**src/rtl/adder_arbiter_if.sv**
```systemverilog
// Port bundle for adder_arbiter: two requester ports, the shared full_adder hookup and the response port.
// A handshake completes on a rising edge where valid and ready are both high. A requester may drop valid
// before that edge. The response side holds its payload while valid is high until ready is seen.
interface adder_arbiter_if;
   logic       req0_valid;
   logic [3:0] req0_a;
   logic [3:0] req0_b;
   logic       req0_ready;
   logic       req1_valid;
   logic [3:0] req1_a;
   logic [3:0] req1_b;
   logic       req1_ready;
   logic [3:0] fa_a;
   logic [3:0] fa_b;
   logic [7:0] fa_out;
   logic       fa_carry;
   logic       fa_zero;
   logic       fa_parity;
   logic       fa_sign;
   logic       fa_overflow;
   logic       rsp_valid;
   logic       rsp_ready;
   logic       rsp_id;
   logic [7:0] rsp_sum;
   logic [4:0] rsp_flags;

   modport slave (
      input  req0_valid, req0_a, req0_b,
      output req0_ready,
      input  req1_valid, req1_a, req1_b,
      output req1_ready,
      output fa_a, fa_b,
      input  fa_out, fa_carry, fa_zero, fa_parity, fa_sign, fa_overflow,
      output rsp_valid, rsp_id, rsp_sum, rsp_flags,
      input  rsp_ready
   );

   modport master (
      output req0_valid, req0_a, req0_b,
      input  req0_ready,
      output req1_valid, req1_a, req1_b,
      input  req1_ready,
      input  fa_a, fa_b,
      output fa_out, fa_carry, fa_zero, fa_parity, fa_sign, fa_overflow,
      input  rsp_valid, rsp_id, rsp_sum, rsp_flags,
      output rsp_ready
   );
endinterface

```
**src/rtl/adder_arbiter.sv**
```systemverilog
// Round-robin arbiter that gives two requesters access to one shared full_adder.
// It keeps one operation in flight and captures the adder result after ADD_LAT cycles of settling.
module adder_arbiter #(
   parameter int ADD_LAT = 1
) (
   input  logic           clk,
   input  logic           rst_n,
   adder_arbiter_if.slave bus,
   output logic           busy,
   output logic [1:0]     state_dbg
);
   typedef enum logic [1:0] {
      IDLE = 2'd0,
      EXEC = 2'd1,
      RESP = 2'd2
   } state_t;

   localparam logic [1:0] CNT_INIT = 2'(ADD_LAT - 1);

   state_t     state;
   logic [3:0] op_a;
   logic [3:0] op_b;
   logic [1:0] cnt;
   logic       last_grant;
   logic       rsp_valid_q;
   logic       rsp_id_q;
   logic [7:0] rsp_sum_q;
   logic [4:0] rsp_flags_q;
   logic       grant0;
   logic       grant1;
   logic       take0;
   logic       take1;

   // When both requesters are valid, the one that was not served last wins.
   // Readies are gated by rst_n so that they stay low throughout reset.
   always_comb begin
      grant0 = bus.req0_valid & (~bus.req1_valid | last_grant);
      grant1 = bus.req1_valid & (~bus.req0_valid | ~last_grant);
      take0  = rst_n & (state == IDLE) & grant0;
      take1  = rst_n & (state == IDLE) & grant1;
   end

   assign bus.req0_ready = take0;
   assign bus.req1_ready = take1;
   assign bus.fa_a       = op_a;
   assign bus.fa_b       = op_b;
   assign bus.rsp_valid  = rsp_valid_q;
   assign bus.rsp_id     = rsp_id_q;
   assign bus.rsp_sum    = rsp_sum_q;
   assign bus.rsp_flags  = rsp_flags_q;
   assign busy           = (state != IDLE);
   assign state_dbg      = state;

   always_ff @(posedge clk or negedge rst_n) begin
      if (!rst_n) begin
         state       <= IDLE;
         op_a        <= 4'd0;
         op_b        <= 4'd0;
         cnt         <= 2'd0;
         last_grant  <= 1'b1;
         rsp_valid_q <= 1'b0;
         rsp_id_q    <= 1'b0;
         rsp_sum_q   <= 8'd0;
         rsp_flags_q <= 5'd0;
      end else begin
         case (state)
            IDLE: begin
               if (take0 | take1) begin
                  op_a       <= take1 ? bus.req1_a : bus.req0_a;
                  op_b       <= take1 ? bus.req1_b : bus.req0_b;
                  rsp_id_q   <= take1;
                  last_grant <= take1;
                  cnt        <= CNT_INIT;
                  state      <= EXEC;
               end
            end
            EXEC: begin
               // The adder output is sampled only after it has had ADD_LAT cycles to settle.
               if (cnt == 2'd0) begin
                  rsp_sum_q   <= bus.fa_out;
                  rsp_flags_q <= {bus.fa_carry, bus.fa_zero, bus.fa_parity, bus.fa_sign, bus.fa_overflow};
                  rsp_valid_q <= 1'b1;
                  state       <= RESP;
               end else begin
                  cnt <= cnt - 2'd1;
               end
            end
            RESP: begin
               if (bus.rsp_ready) begin
                  rsp_valid_q <= 1'b0;
                  state       <= IDLE;
               end
            end
            default: state <= IDLE;
         endcase
      end
   end
endmodule
```
**src/flat_wrapper.sv**
```systemverilog
// flat-port wrapper written by rule: the top's interface ports become plain ports
module adder_arbiter_flat 
#(
   parameter int ADD_LAT = 1
)
  (clk, rst_n, busy, state_dbg, bus_req0_valid, bus_req0_a, bus_req0_b, bus_req0_ready, bus_req1_valid, bus_req1_a, bus_req1_b, bus_req1_ready, bus_fa_a, bus_fa_b, bus_fa_out, bus_fa_carry, bus_fa_zero, bus_fa_parity, bus_fa_sign, bus_fa_overflow, bus_rsp_valid, bus_rsp_id, bus_rsp_sum, bus_rsp_flags, bus_rsp_ready);
  adder_arbiter_if bus_i ();
  input  logic clk;
  input  logic rst_n;
  output logic busy;
  output logic [1:0] state_dbg;
  input wire logic [$bits(bus_i.req0_valid)-1:0] bus_req0_valid;
  input wire logic [$bits(bus_i.req0_a)-1:0] bus_req0_a;
  input wire logic [$bits(bus_i.req0_b)-1:0] bus_req0_b;
  output wire logic [$bits(bus_i.req0_ready)-1:0] bus_req0_ready;
  input wire logic [$bits(bus_i.req1_valid)-1:0] bus_req1_valid;
  input wire logic [$bits(bus_i.req1_a)-1:0] bus_req1_a;
  input wire logic [$bits(bus_i.req1_b)-1:0] bus_req1_b;
  output wire logic [$bits(bus_i.req1_ready)-1:0] bus_req1_ready;
  output wire logic [$bits(bus_i.fa_a)-1:0] bus_fa_a;
  output wire logic [$bits(bus_i.fa_b)-1:0] bus_fa_b;
  input wire logic [$bits(bus_i.fa_out)-1:0] bus_fa_out;
  input wire logic [$bits(bus_i.fa_carry)-1:0] bus_fa_carry;
  input wire logic [$bits(bus_i.fa_zero)-1:0] bus_fa_zero;
  input wire logic [$bits(bus_i.fa_parity)-1:0] bus_fa_parity;
  input wire logic [$bits(bus_i.fa_sign)-1:0] bus_fa_sign;
  input wire logic [$bits(bus_i.fa_overflow)-1:0] bus_fa_overflow;
  output wire logic [$bits(bus_i.rsp_valid)-1:0] bus_rsp_valid;
  output wire logic [$bits(bus_i.rsp_id)-1:0] bus_rsp_id;
  output wire logic [$bits(bus_i.rsp_sum)-1:0] bus_rsp_sum;
  output wire logic [$bits(bus_i.rsp_flags)-1:0] bus_rsp_flags;
  input wire logic [$bits(bus_i.rsp_ready)-1:0] bus_rsp_ready;
  assign bus_i.req0_valid = bus_req0_valid;
  assign bus_i.req0_a = bus_req0_a;
  assign bus_i.req0_b = bus_req0_b;
  assign bus_req0_ready = bus_i.req0_ready;
  assign bus_i.req1_valid = bus_req1_valid;
  assign bus_i.req1_a = bus_req1_a;
  assign bus_i.req1_b = bus_req1_b;
  assign bus_req1_ready = bus_i.req1_ready;
  assign bus_fa_a = bus_i.fa_a;
  assign bus_fa_b = bus_i.fa_b;
  assign bus_i.fa_out = bus_fa_out;
  assign bus_i.fa_carry = bus_fa_carry;
  assign bus_i.fa_zero = bus_fa_zero;
  assign bus_i.fa_parity = bus_fa_parity;
  assign bus_i.fa_sign = bus_fa_sign;
  assign bus_i.fa_overflow = bus_fa_overflow;
  assign bus_rsp_valid = bus_i.rsp_valid;
  assign bus_rsp_id = bus_i.rsp_id;
  assign bus_rsp_sum = bus_i.rsp_sum;
  assign bus_rsp_flags = bus_i.rsp_flags;
  assign bus_i.rsp_ready = bus_rsp_ready;
  adder_arbiter #(.ADD_LAT(ADD_LAT)) u_core (.clk(clk), .rst_n(rst_n), .bus(bus_i), .busy(busy), .state_dbg(state_dbg));
endmodule
```
**config.mk**
```make
export PLATFORM = sky130hd
export DESIGN_NAME = adder_arbiter_flat
export DESIGN_NICKNAME = d
export VERILOG_FILES = /design/src/rtl/adder_arbiter_if.sv /design/src/rtl/adder_arbiter.sv /design/src/flat_wrapper.sv
export SDC_FILE = /design/constraint.sdc
export NUM_CORES = 1
export LEC_CHECK = 0
export CAP_MARGIN = 0
export CORE_ASPECT_RATIO = 2
export CORE_MARGIN = 5
export CORE_UTILIZATION = 25
export CTS_CLUSTER_DIAMETER = 60
export DETAILED_ROUTE_END_ITERATION = 10
export GPL_ROUTABILITY_DRIVEN = 0
export PLACE_DENSITY = 0.57
export SETUP_SLACK_MARGIN = 0.4
export SYNTH_ARGS = -nofsm -noshare
export SYNTH_HDL_FRONTEND = slang
export SYNTH_SLANG_ARGS = --single-unit
```
**constraint.sdc**
```tcl
create_clock -name clk -period 2.15 [get_ports clk]
set_input_delay 0.215 -clock clk [delete_from_list [all_inputs] [get_ports clk]]
set_output_delay 0.215 -clock clk [all_outputs]
set_load 0.03 [all_outputs]
```
==> results of run 1 <==
==> state kept, by name (all words and copies together), names as in the netlist, 2 cells and up <==
name	flops
u_core.bus.fa_a	4
u_core.bus.rsp_flags	5
u_core.cnt	2
u_core.bus.fa_b	4
u_core.bus.rsp_sum	8
u_core.state_dbg	2
==> metrics by stage <==
step           setup WS, ns  hold slack, ns  utilization, %
6_report              0.477           0.336            41.5
5_1_grt               0.421           0.361            41.5
4_1_cts               0.383           0.339            41.3
3_5_place_dp          0.347           0.469            40.1
3_3_place_gp          0.381           0.464            40.1
2_1_floorplan         0.572         -0.0806               -
==> cell usage after synthesis (2+ instances only) <==
cell	instances
dfrtp_1	27
nor2_1	3
a31oi_1	8
a21oi_1	9
nand2b_1	2
mux2_2	13
o21ai_1	8
or3b_1	2
inv_1	3
o21ai_0	2
or2_2	2
nand2_1	3
nand3_1	9
buf_4	2
a21o_1	2
==> routing by layer <==
layer	share of wire, %	global-route usage, %	vias up
met1	33	12.1	510
met2	56	19.8	52
li1	-	-	517
met5	0	0	-
met3	10	2.80	2
met4	0.51	2.22	0
==> kinds of logic (layout without fill, tap and decap cells) <==
family          Yosys count  in the layout  share of synthesized area, %
buf+inv                   7             73                          3.26
flops                    28             28                          55.5
mux                      14             14                          12.4
simple gates             25             25                          13.4
fa+ha+maj                 1              1                         0.989
compound gates           32             32                          14.5
==> worst max-delay path by stage <==
stage	startpoint	end	slack, ns	cells past startpoint
2_1_floorplan	u_core.state_dbg[0]	bus_req1_ready	0.57	3
3_3_place_gp	rst_n	u_core.bus.fa_a[0]	0.38	5
3_5_place_dp	rst_n	u_core.bus.fa_a[3]	0.35	5
4_1_cts	u_core.state_dbg[0]	bus_req1_ready	0.38	3
5_1_grt	u_core.state_dbg[0]	bus_req1_ready	0.42	3
6_report	u_core.state_dbg[0]	bus_req1_ready	0.48	3
==> where the power goes <==
group          switching [mW]  internal, mW  total, mW
Sequential              0.177         0.802      0.979
Combinational           0.982         0.839       1.82
Clock                   0.156         0.164      0.320
==> worst max-delay path, stage by stage, from the launching register on <==
cell and delay (ns):
dfrtp_2 0.48, or3b_4 0.44, nor2_4 0.14, buf_12 0.13
==> final cells by class <==
class / count / share of cell area, %
Tap cell: 57 / 3.50
Inverter: 3 / 0.553
Clock buffer: 4 / 2.70
Sequential cell: 28 / 34.6
Multi-Input combinational cell: 72 / 25.9
Timing Repair Buffer: 66 / 32.8
==> repair_timing <==
item | 4_1_cts | 5_1_grt
setup endpoints to repair | 16 | 1
gates resized for setup | 4 | 1
pin swaps | 0 | 1
setup buffers | 0 | 1
==> flow_metrics.tcl, run 1 <==
set metrics [dict create \
    synthDistinctLibCells 27 \
    yosysSeqAreaShare_pct 55.5 \
    grt_use_total_pct 10.9 \
    synth_flop_cell "dfrtp_1" \
    dieWidth_microns 60.3 \
    synth-seq-cells 28 \
    worstSkewPairLatency_ns 0.27 \
    antenna_found_initial 0 \
    rsz0062_at_grt "false" \
    reg2reg_from "u_core.cnt[0]" \
    worst_pin_slew_ns 0.623 \
    cts_tree "done" \
    layout_common_cells "58 x clkdlybuf4s50_1, 25 x dfrtp_1, 13 x mux2_2" \
    grt_pass1_vias 1225 \
    grt-ovfl-total 0 \
    reg2reg_to "u_core.bus.rsp_sum[0]" \
    place_hpwl_mm 2.91 \
    status "finished clean" \
    multi_input_area_sq_um 527 \
    dp_cells 225 \
    ir_drop_uv 820 \
    start_util_pct 25.8 \
    dieArea_sq_um 6670 \
    yosysWarnings 0 \
    arrival_ns 1.46 \
    num_vias 1081 \
    crit_required_ns 1.93 \
    drive_above_1_share_pct 20.8 \
    start_kind "flop" \
    portBuffers 61 \
    drt-initial-drc-count 17 \
    drt-vias-per-instance 4.70 \
    synth_edf_count 0 \
    hold_violations 0 \
    finalNetCount 209 \
    design_area_sq_um 2040 \
    finalMaxSlewViolations 0 \
    cts-buffers-inserted 3 \
    final_common_cell "clkdlybuf4s50_1" \
    nFillCells 482 \
    dr.pass1.iters 4 \
    grt_max_degree 17 \
    power.density_nw_per_um2 1530 \
    core_sq_um 4910 \
    synthesis.nets 142 \
    power_mw 3.12 \
    hp-class "in2async" \
    cts.sinks 28 \
    cts_buffer_depth 2 \
    synth_top_area_share_pct 53.4 \
    synth_top_cell_by_area "dfrtp_1" \
    area_growth_pct 60.9 \
    period_share_pct 77.8 \
    antenna_cells 0 \
    skew_ns 0.00393 \
    wl_per_cell_microns 15.4 \
    root_buffer "clkbuf_8" \
    placed_area_sq_um 1970 \
    relSlewSlack_pct 58.4 \
    rows 36 \
    synth_cells 107 \
    drcViolationCount 0 \
    reg2reg_depth 5 \
    clkTransAtPathRegs_ns 0.09 \
    synth_area_leaders "dfrtp_1 53%, mux2_2 12%, a31oi_1 4.0%, a21oi_1 3.6%, nand3_1 3.6%" \
    cp_max_fo 7 \
    ys_async_sr_fraction_pct 100 \
    fin_cells 230 \
    drt_wl_total_mm 3.55 \
    crit_type "reg2out" \
    worst-r2r-setup-slack_ns 0.59 \
    max_freq_mhz 598 \
    holdBufCountCts 0 \
    io_pins 62 \
    critPathCaptureType "output pin" \
    die_h_microns 111 \
    tns_ns 0 \
    htreeDepth 1 \
    avgSynthCellArea_sq_um 11.8 \
    register_area_sq_um 704 \
    grt_pass1_wl_mm 5.71 \
    setup_violations 0 \
    fin_crit_ns 1.67 \
    leakagePower_nw 0.821 \
    syn_area_sq_um 1260 \
    ant_nets 0 \
    drv_cap 0 \
]
Power figures use the tool's default switching activity.
==> run 2: changes to the inputs <==
Settings changed: PLACE_DENSITY 0.57 to 0.59.
Clock period 2.15 ns to 1.53 ns, I/O delays scaled along.
==> flow_metrics.tcl, run 2 (synthesized netlist as in run 1, its figures left out) <==
set metrics [dict create \
    status "finished, violations left" \
    failed_checks "negative setup slack" \
    grt_pass1_wl_mm 6.06 \
    area_growth_pct 80.5 \
    tns_ns -0.0618 \
    cts_buffer_depth 2 \
    dieArea_sq_um 6670 \
    crit_required_ns 1.38 \
    setup_violations 2 \
    grt_max_degree 17 \
    place_hpwl_mm 2.70 \
    period_share_pct 102 \
    antenna_cells 0 \
    fin_crit_ns 1.57 \
    final_core_util_pct 46.5 \
    drv_cap 0 \
    power_frac_seq_pct 26.9 \
    worstSkewPairLatency_ns 0.28 \
    skew_ns 0.00563 \
    hp-class "in2async" \
    crit_path_frequent_cell "buf_6" \
    drt-vias-per-instance 4.78 \
    fin_cells 245 \
    rsz0062_at_grt "true" \
    dp_cells 227 \
    switchingPower_mw 2.13 \
    cts.sinks 28 \
    cts-buffers-inserted 3 \
    leakagePower_nw 1.01 \
    path_buf_inv 3 \
    cts_tree "done" \
    root_buffer "clkbuf_8" \
    clkTransAtPathRegs_ns 0.10 \
    hold_violations 0 \
    ir_drop_uv 1420 \
    arrival_ns 1.41 \
    comb_power_share_pct 61.5 \
    largest_reg_flops 8 \
    crit_type "reg2out" \
    htreeDepth 1 \
    cp_max_fo 3 \
    setup_slack_ns -0.0358 \
    final_common_cell "clkdlybuf4s50_1" \
    crit_path_top_delay_cell "dfrtp_2" \
    critPathCaptureType "output pin" \
    power_mw 5.03 \
    relSlewSlack_pct 56.2 \
    crit_start "u_core.state_dbg[0]" \
    start_kind "flop" \
    grt_use_total_pct 11.6 \
    antenna_found_initial 0 \
    rows 36 \
    num_vias 1172 \
    io_pins 62 \
    power.density_nw_per_um2 2200 \
    drcViolationCount 0 \
    portBuffers 61 \
    grt_pass1_vias 1223 \
    drt-initial-drc-count 40 \
    critPathMaxStageDelay_ns 0.43 \
    path_delay_family "flip-flops" \
    wl_per_cell_microns 16.1 \
    finalNetCount 224 \
    drt_wl_total_mm 3.94 \
    dieWidth_microns 60.3 \
    pwr-share-clk_pct 11.6 \
    finalMaxSlewViolations 0 \
    drive_above_1_share_pct 53.7 \
    cp_cell_sequence "buf_6, nor3b_4, nand3_2, inv_4, buf_6" \
    max_freq_mhz 639 \
    reg2reg_from "u_core.state_dbg[0]" \
    p_int_mw 2.90 \
    core_sq_um 4910 \
    grt-ovfl-total 0 \
    dr.pass1.iters 4 \
    worst_pin_slew_ns 0.654 \
    die_h_microns 111 \
    layout_common_cells "33 x clkdlybuf4s50_1, 25 x dfrtp_1, 23 x buf_2" \
    switching_share_pct 42.4 \
    start_util_pct 25.8 \
    ant_nets 0 \
]
[run 2: cell types whose count changed in the layout (fill, tap and decap cells not counted), sizes merged]
cell           previous run  this run
clkdlybuf4s50            58        33
nor2                      5         6
bufinv                    0         1
buf                       7        46
dlygate4sd2               1         0
[run 2: through the flow]
step | setup slack, ns | hold slack (ns) | instance area (sq um)
after floorplan | 0.0826 | -0.143 | 1290
after global placement | -0.0990 | 0.460 | 2000
after detailed placement | -0.0956 | 0.474 | 2000
after CTS | -0.0447 | 0.251 | 2240
after global routing | -0.0846 | 0.294 | 2280
final | -0.0358 | 0.279 | 2280
[run 2: layer usage]
metal,part of all wire [%],GRT usage (%),up-vias
met4,0.86,2.66,0
met5,0,0,-
li1,-,-,548
met2,53,19.7,60
met1,34,13.1,560
met3,12,4.56,4
[run 2: area by class of cell]
type | instances | area (sq um)
clock buffer | 3 | 41.3
clock inverter | 1 | 30.0
fill | 461 | 2630
inverter | 3 | 13.8
multi-input combinational | 73 | 702
sequential | 28 | 704
tap | 57 | 71.3
timing repair buffer | 80 | 721
[run 2: what timing repair did]
item,CTS,global route
gates cloned,1,1
pin swaps,6,21
resized for setup,117,69
buffers inserted,7,5
hold buffers,0,0
setup endpoints to repair,55,54
[run 2: power by group through the flow]
stage / clock network, mW / registers [mW] / logic, mW
floorplan: 0 / 2.03 / 0.934
global placement: 0 / 1.33 / 2.64
detailed placement: 0 / 1.34 / 2.67
CTS: 0.604 / 1.35 / 2.99
global route: 0.639 / 1.42 / 3.29
finish: 0.582 / 1.35 / 3.10
[run 2: worst paths after layout]
kind,to,slack [ns],depth (start not counted)
worst max-delay path,bus_req0_ready,-0.04,5
worst min-delay path,u_core.cnt[0],0.28,2
worst max register to register,u_core.bus.fa_b[0],0.01,7
worst min register to register,u_core.bus.rsp_id,0.48,1
max in group asynchronous,u_core.last_grant,1.00,2
min in group clk,u_core.bus.fa_a[2],0.45,3
[run 2: worst reg2reg max path: stages, from the launching register on]
cell and delay [ns]:
dfrtp_2 0.43, buf_6 0.13, nor3b_4 0.24, buf_4 0.15, buf_6 0.10, buf_8 0.13, nand3_2 0.07, a31oi_1 0.18
==> run 3: changes to the inputs <==
Settings changed: CORE_UTILIZATION 25 to 36, PLACE_DENSITY 0.59 to 0.79.
==> flow_metrics.tcl, run 3 (synthesized netlist as in run 1, its figures left out) <==
set metrics [dict create \
    status "finished, violations left" \
    failed_checks "negative setup slack" \
    final_common_cell "clkdlybuf4s50_1" \
    grt_pass1_wl_mm 6.55 \
    max_freq_mhz 644 \
    dieArea_sq_um 4870 \
    htreeDepth 1 \
    core_sq_um 3380 \
    cts.sinks 28 \
    cts_buffer_depth 2 \
    relSlewSlack_pct 52.0 \
    final_core_util_pct 63.1 \
    clkTransAtPathRegs_ns 0.09 \
    ant_nets 0 \
    rsz0062_at_grt "true" \
    antenna_found_initial 0 \
    portBuffers 61 \
    grt_use_total_pct 17.7 \
    rows 30 \
    dr.pass1.iters 4 \
    io_pins 62 \
    root_buffer "clkbuf_8" \
    antenna_cells 0 \
    leakagePower_nw 0.975 \
    drt_wl_total_mm 4.02 \
    comb_power_share_pct 62.3 \
    multi_input_area_sq_um 656 \
    num_vias 1179 \
    cts-buffers-inserted 3 \
    critPathCaptureType "output pin" \
    setup_slack_ns -0.0221 \
    drcViolationCount 0 \
    drt-initial-drc-count 30 \
    crit_path_top_delay_cell "dfrtp_2" \
    switchingPower_mw 2.09 \
    p_int_mw 2.68 \
    grt-ovfl-total 0 \
    skew_ns 0.00295 \
    wl_per_cell_microns 18.6 \
    placed_area_sq_um 1970 \
    area_growth_pct 68.4 \
    place_hpwl_mm 2.92 \
    grt_max_degree 21 \
    power_frac_seq_pct 28.3 \
    switching_share_pct 43.8 \
    period_share_pct 101 \
    finalMaxSlewViolations 0 \
    grt_pass1_vias 1377 \
    drive_above_1_share_pct 44.0 \
    arrival_ns 1.40 \
    crit_type "reg2out" \
    dieWidth_microns 51.9 \
    nFillCells 279 \
    drt-vias-per-instance 5.46 \
    design_area_sq_um 2130 \
    finalNetCount 220 \
    die_h_microns 93.8 \
    reg2reg_depth 7 \
    register_area_sq_um 704 \
    power.density_nw_per_um2 2240 \
    worstSkewPairLatency_ns 0.27 \
    critPathMaxStageDelay_ns 0.45 \
    drv_cap 0 \
    holdBufCountCts 0 \
    layout_common_cells "33 x clkdlybuf4s50_1, 25 x dfrtp_1, 19 x buf_2" \
    hp-class "in2async" \
    setup_violations 2 \
    largest_reg_flops 8 \
    crit_required_ns 1.38 \
    worst_pin_slew_ns 0.718 \
    start_kind "flop" \
    fin_crit_ns 1.55 \
    cts_tree "done" \
    hold_violations 0 \
    ir_drop_uv 1360 \
    cp_cell_sequence "or3b_4, nor2_4, buf_6" \
    pwr-share-clk_pct 9.3 \
    cp_max_fo 3 \
    start_util_pct 37.4 \
]
[run 3: worst paths after layout]
path	startpoint	to	slack, ns
max	u_core.state_dbg[0]	bus_req1_ready	-0.02
min	rst_n	u_core.bus.fa_a[2]	0.28
min reg2reg	u_core.bus.rsp_id	u_core.bus.rsp_id	0.49
max reg2reg	u_core.state_dbg[1]	u_core.bus.fa_b[0]	0.07
min in group clk	bus_rsp_ready	u_core.state_dbg[1]	0.46
max in group asynchronous	rst_n	u_core.state_dbg[1]	0.96
[run 3: worst max-delay path, delay by kind of cell, from the launching register on]
kind | cells | cell delay, ns
buf+inv | 1 | 0.14
simple gates | 2 | 0.54
flops | 1 | 0.45
[run 3: metrics by stage]
stage / TNS (ns) / std cells / hold slack [ns] / setup slack (ns) / total power, mW
floorplan: 0 / 107 / -0.143 / 0.0826 / 2.97
global placement: -0.337 / 204 / 0.460 / -0.0615 / 3.97
detailed placement: -0.878 / 204 / 0.474 / -0.0953 / 4.05
CTS: -0.0399 / 216 / 0.258 / -0.0200 / 4.88
global route: -0.117 / 216 / 0.295 / -0.0598 / 5.07
finish: -0.0292 / 216 / 0.282 / -0.0221 / 4.78
[run 3: area by class of cell]
cell class                      count  share of cell area (%)
Multi-Input combinational cell     74                    30.8
Timing Repair Buffer               75                    31.1
Clock buffer                        4                    2.58
Tap cell                           32                    1.88
Sequential cell                    28                    33.1
Inverter                            3                   0.646
[run 3: layer usage]
metal  up-vias  global-route usage (%)  wire length (microns)
met2        72                    33.3                   2220
met3         4                    6.20                    460
met1       554                    17.6                   1310
met5         -                       0                      0
met4         0                    4.16                     27
li1        549                       -                      -
[run 3: power groups by stage]
stage | clock network [mW] | registers, mW | logic [mW]
final | 0.446 | 1.35 | 2.98
after global routing | 0.504 | 1.40 | 3.17
after CTS | 0.469 | 1.35 | 3.06
after detailed placement | 0 | 1.36 | 2.68
after global placement | 0 | 1.34 | 2.62
after floorplan | 0 | 2.03 | 0.934
[run 3: repair_timing]
| action | in CTS | in global routing |
|---|---|---|
| setup buffers | 5 | 0 |
| resized for setup | 122 | 41 |
| gates cloned | 3 | 0 |
| setup endpoints to repair | 55 | 50 |
| pin swaps | 7 | 7 |
